<file path="src/rtl/cpu_pkg.sv">
// rtl/cpu_pkg.sv - shared CPU constants and types for the write-back stage
package cpu_pkg;

   localparam int DATA_W    = 64;
   localparam int REG_IDX_W = 5;

   typedef logic [DATA_W-1:0]    word_t;
   typedef logic [REG_IDX_W-1:0] reg_idx_t;

   // Index of the hardwired zero register (XZR).
   localparam reg_idx_t REG_ZR = 5'd31;

endpackage

</file>
<file path="src/rtl/regfile_decoder.sv">
// rtl/regfile_decoder.sv - one-hot GPR write-enable decoder gated by the effective write
module regfile_decoder
   import cpu_pkg::*;
#(
   parameter int NREGS = 32
) (
   input  logic             we,
   input  reg_idx_t         idx,
   output logic [NREGS-2:0] wr_en
);

   // Only slots with storage get an enable; the zero register has none.
   always_comb begin
      wr_en = '0;
      for (int i = 0; i < NREGS - 1; i++) begin
         wr_en[i] = we && (idx == reg_idx_t'(i));
      end
   end

endmodule

</file>
<file path="src/rtl/register.sv">
// rtl/register.sv - enabled storage word with synchronous active-high clear
module register #(
   parameter int W = 64
) (
   input  logic         clk,
   input  logic         reset,
   input  logic         en,
   input  logic [W-1:0] d,
   output logic [W-1:0] q
);

   // Clear on reset, otherwise load d when enabled.
   always_ff @(posedge clk) begin
      if (reset) begin
         q <= '0;
      end else if (en) begin
         q <= d;
      end
   end

endmodule

</file>
<file path="src/rtl/wb_regfile.sv">
// rtl/wb_regfile.sv - WB result select, 32x64 GPR file with XZR, commit counter; option WB_BYPASS_EN
module wb_regfile
   import cpu_pkg::*;
#(
   parameter int DATA_W = 64,
   parameter int NREGS  = 32,
   parameter int CNT_W  = 32
) (
   input  logic              clk,
   input  logic              reset,
   input  logic              regWrite_E_WB,
   input  reg_idx_t          regWrite_WB,
   input  logic              shiftsel_WB,
   input  logic [DATA_W-1:0] WriteData_WB,
   input  logic [DATA_W-1:0] shift_output_WB,
   input  reg_idx_t          ReadReg1,
   input  reg_idx_t          ReadReg2,
   output logic [DATA_W-1:0] ReadData1,
   output logic [DATA_W-1:0] ReadData2,
   output logic [DATA_W-1:0] wb_result,
   output logic [CNT_W-1:0]  commit_count
);

   logic              we_eff;
   logic [NREGS-2:0]  wr_en;
   logic [DATA_W-1:0] gpr [NREGS];

   assign wb_result = shiftsel_WB ? shift_output_WB : WriteData_WB;

   // Writes to XZR and writes in a reset cycle never take effect.
   assign we_eff = regWrite_E_WB && (regWrite_WB != REG_ZR) && !reset;

   regfile_decoder #(.NREGS(NREGS)) u_dec (
      .we    (we_eff),
      .idx   (regWrite_WB),
      .wr_en (wr_en)
   );

   for (genvar g = 0; g < NREGS - 1; g++) begin : g_gpr
      register #(DATA_W) u_reg (
         .clk   (clk),
         .reset (reset),
         .en    (wr_en[g]),
         .d     (wb_result),
         .q     (gpr[g])
      );
   end

   assign gpr[NREGS-1] = '0;

`ifdef WB_BYPASS_EN
   // we_eff is never true for XZR, so the zero register stays zero under bypass.
   assign ReadData1 = (we_eff && (ReadReg1 == regWrite_WB)) ? wb_result : gpr[ReadReg1];
   assign ReadData2 = (we_eff && (ReadReg2 == regWrite_WB)) ? wb_result : gpr[ReadReg2];
`else
   assign ReadData1 = gpr[ReadReg1];
   assign ReadData2 = gpr[ReadReg2];
`endif

   // Count effective commits; wraps silently.
   always_ff @(posedge clk) begin
      if (reset) begin
         commit_count <= '0;
      end else if (we_eff) begin
         commit_count <= commit_count + CNT_W'(1);
      end
   end

endmodule

</file>
<file path="config.mk">
export PLATFORM = sky130hd
export DESIGN_NAME = wb_regfile
export DESIGN_NICKNAME = d
export VERILOG_FILES = /design/src/rtl/cpu_pkg.sv /design/src/rtl/regfile_decoder.sv /design/src/rtl/register.sv /design/src/rtl/wb_regfile.sv
export SDC_FILE = /design/constraint.sdc
export NUM_CORES = 2
export LEC_CHECK = 0
export BUFFER_PORTS_ARGS = -buffer_cell sky130_fd_sc_hd__buf_4
export CAP_MARGIN = 20
export CELL_PAD_IN_SITES_DETAIL_PLACEMENT = 0
export CELL_PAD_IN_SITES_GLOBAL_PLACEMENT = 2
export CORE_MARGIN = 5
export CORE_UTILIZATION = 30
export CTS_CLUSTER_DIAMETER = 150
export CTS_CLUSTER_SIZE = 25
export DETAILED_ROUTE_END_ITERATION = 10
export PLACE_DENSITY_LB_ADDON = 0.1
export SLEW_MARGIN = 20
export SYNTH_ARGS = -nofsm -noshare
export SYNTH_HDL_FRONTEND = slang
export SYNTH_SLANG_ARGS = --single-unit
</file>
<file path="constraint.sdc">
create_clock -name clk -period 2.6 [get_ports clk]
set_input_delay 0.26 -clock clk [delete_from_list [all_inputs] [get_ports clk]]
set_output_delay 0.26 -clock clk [all_outputs]
set_load 0.02 [all_outputs]
</file>
==> metrics.cfg <==
[critical_path]
cp_cell_sequence=mux4_2, o211ai_1, nand4_1, buf_4
critPathLaunch=g_gpr[26].u_reg.q[7]$_SDFFE_PP0P_
critPathSlowestCell=mux4_2
critPathRequiredTime_ns=2.34
path_class=reg -> out
r2r_start=commit_count[2]$_SDFFE_PP0P_
cpPeakStageDelay_ns=0.47
path_max_fanout=3
cp.arrival_ns=2.56
worstSetupStartpointType=flip-flop
critical_path.top_delay_family=multiplexers
crit_buf_inv=1
endpoint_kind=output pin

[synth]
async_flop_share=0
avgSynthCellArea_sq_um=9.83
synth_edf_count=0
synth_ff_type=dfxtp_1
synth_top_cells_by_count=nor2_1, dfxtp_1, a211oi_1
synth.area.mux_share=0.217
synth-seq-cells=2016
synthSimpleGateAreaFrac=0.105
synth_top_area_frac=0.409
ys_warn_count=0
synth_top_family_by_area=multiplexers
yosysTopAreaCell=dfxtp_1
syn_inst=10034
synthAdderAreaFrac=0.000127
synth_area_sq_um=98700
syn_nets=10182
seq_area_frac_synth=0.409
synth_compound_area_frac=0.210
synthXorXnorAreaFrac=0.00249
synth_area_leaders=dfxtp_1, a211oi_1, mux4_2
yosysMostFrequentCell=nor2_1
yosysUniqueCellTypes=41

[detailed_routing]
drc=0
drt_wl_total_microns=421000
ant_nets=0
drt_iter0_drc=6284
wire_per_inst_microns=29.3
firstDrtPassIters=5
vias=81586
routed_via_density=5.69

[die]
chipHeight_microns=584
rows=210
core_sq_um=327000
ios=371
fp.dieW_microns=584
initial_core_util=0.301
die-area_sq_um=341000

[place]
dpl_worst_slack_ns=-0.0691
port_buffers=370
globalplace.congestion=0.791
place_inst=14145
dp_hpwl_microns=275000

[sta]
setup_violations=56
worst_pin_slew_ns=1.04
tns_ns=-3.84
drv_slew=0
hold_violations=0
final.setup_skew_ns=0.0169
fin_crit_ns=2.82
rsz0062_at_grt=true
finalCritPeriodShare=1.09
fmax_ghz=0.354
finalWorstSetupSlack_ns=-0.223
slew_headroom=0.306

[flow_run]
maxCapViolations=0

[clocking]
clk_pin_slew_ns=0.11
cts_buffer_depth=4
cts-root-buf=clkbuf_16
clk_latency_ns=0.87
cts.htree.levels=3
numClockSinks=2016
cts_inserted_buffers=95
cts_tree=built

[worst_hold_path]
min_path_type=in -> reg
min_from=shift_output_WB[32]

[grt]
overflow=0
antenna_found_initial=8
grt_max_degree=181
first_global_vias=80347
grt_pass1_wl_microns=606000
grtUsageTotal=0.239

[power]
combPwrFrac=0.141
swShare=0.287
power_density_nw_per_um2=492
pwr-share-seq=0.547
clock_power_share=0.312
p_switching_mw=16.4
p_int_mw=40.8
power.leakage_nw=36.5
total_power_mw=57.1
ir_drop_v=0.000587

[final_layout]
nNetsFinal=10138
stdcell_count=14343
area_delta_synth_final_pct=17.7
drive_above_1_share=0.220

[status]
status=finished, violations left
violations=negative setup slack

routing by layer:
metal | global-route usage | vias up | wire [microns]
li1 | - | 37676 | -
met1 | 0.340 | 41374 | 196000
met2 | 0.391 | 2212 | 195000
met3 | 0.0258 | 324 | 19700
met4 | 0.0532 | 0 | 9580
met5 | 0 | - | 0
power groups by stage:
stage / clock network [mW] / logic (mW) / registers, mW
2_1_floorplan: 0 / 4.02 / 31.9
3_3_place_gp: 0 / 7.82 / 32.0
3_5_place_dp: 0 / 7.84 / 32.0
4_1_cts: 18.7 / 8.08 / 31.3
5_1_grt: 19.5 / 8.45 / 31.3
6_report: 17.8 / 8.05 / 31.3
layout by cell type (no fill, tap or decap), drive strengths merged, types with 4 or more instances in the layout:
cell type and count:
nor2 2042, dfxtp 2016, a211oi 1984, buf 1043, mux2i 704, mux4 640, a22oi 512, o211ai 256
nand2 149, nand3 142, nand4 139, clkbuf 98, dlygate4sd3 92, inv 66, xnor2 22, nor4 15
nor2b 9, nor3 9, nor3b 8, xor2 6, and3 5, and2 5, and4 4, a21oi 4
and3b 4, o21ai 4
state kept, by name, indices dropped and copies added, names as in the netlist:
register       cells
commit_count      32
g_gpr.u_reg.q   1984
tightest hold or removal path, cell delays in order:
cell and delay [ns]:
buf_4 0.08, mux2i_2 0.06, buf_4 0.25, a211oi_1 0.23
path summary, 6_finish.rpt:
| kind | to | slack [ns] | depth (start not counted) |
|---|---|---|---|
| worst max-delay path | ReadData2[7] | -0.22 | 4 |
| worst min-delay path | g_gpr[16].u_reg.q[32]$_SDFFE_PP0P_ | 0.07 | 4 |
| worst max register to register | commit_count[29]$_SDFFE_PP0P_ | 0.45 | 5 |
| worst min register to register | commit_count[31]$_SDFFE_PP0P_ | 0.51 | 2 |
area by class of cell:
type	instances	area, sq um
Multi-Input combinational cell	6677	54300
Sequential cell	2016	40600
Inverter	65	244
Antenna cell	3	7.51
Tap cell	4346	5440
Clock buffer	98	2440
Clock inverter	3	37.5
Timing Repair Buffer	1135	13000
Fill cell	32599	211000
per-stage QoR:
stage	utilization	area, sq um	hold slack (ns)
CTS	0.353	116000	0.000910
global placement	0.341	111000	0.492
global route	0.355	116000	0.0526
detailed placement	0.341	111000	0.495
finish	0.355	116000	0.0731
floorplan	-	98700	0.484
logic make-up after synthesis:
logic type	count (synthesis)
AO/OA/AOI/OAI	2761
buffers and inverters	1341
flip-flops	2016
adder cells (fa/ha/maj)	1
multiplexers	1344
XOR/XNOR	28
AND/OR/NAND/NOR	2543
repair_timing:
item | 4_1_cts | 5_1_grt
setup buffers | 1 | 1
pin swaps | 129 | 97
endpoints found under the hold margin | 854 | 0
endpoints found under the setup margin | 127 | 124
hold buffers | 94 | 0
resized for setup | 264 | 122
(Power assumes the default switching activity.)
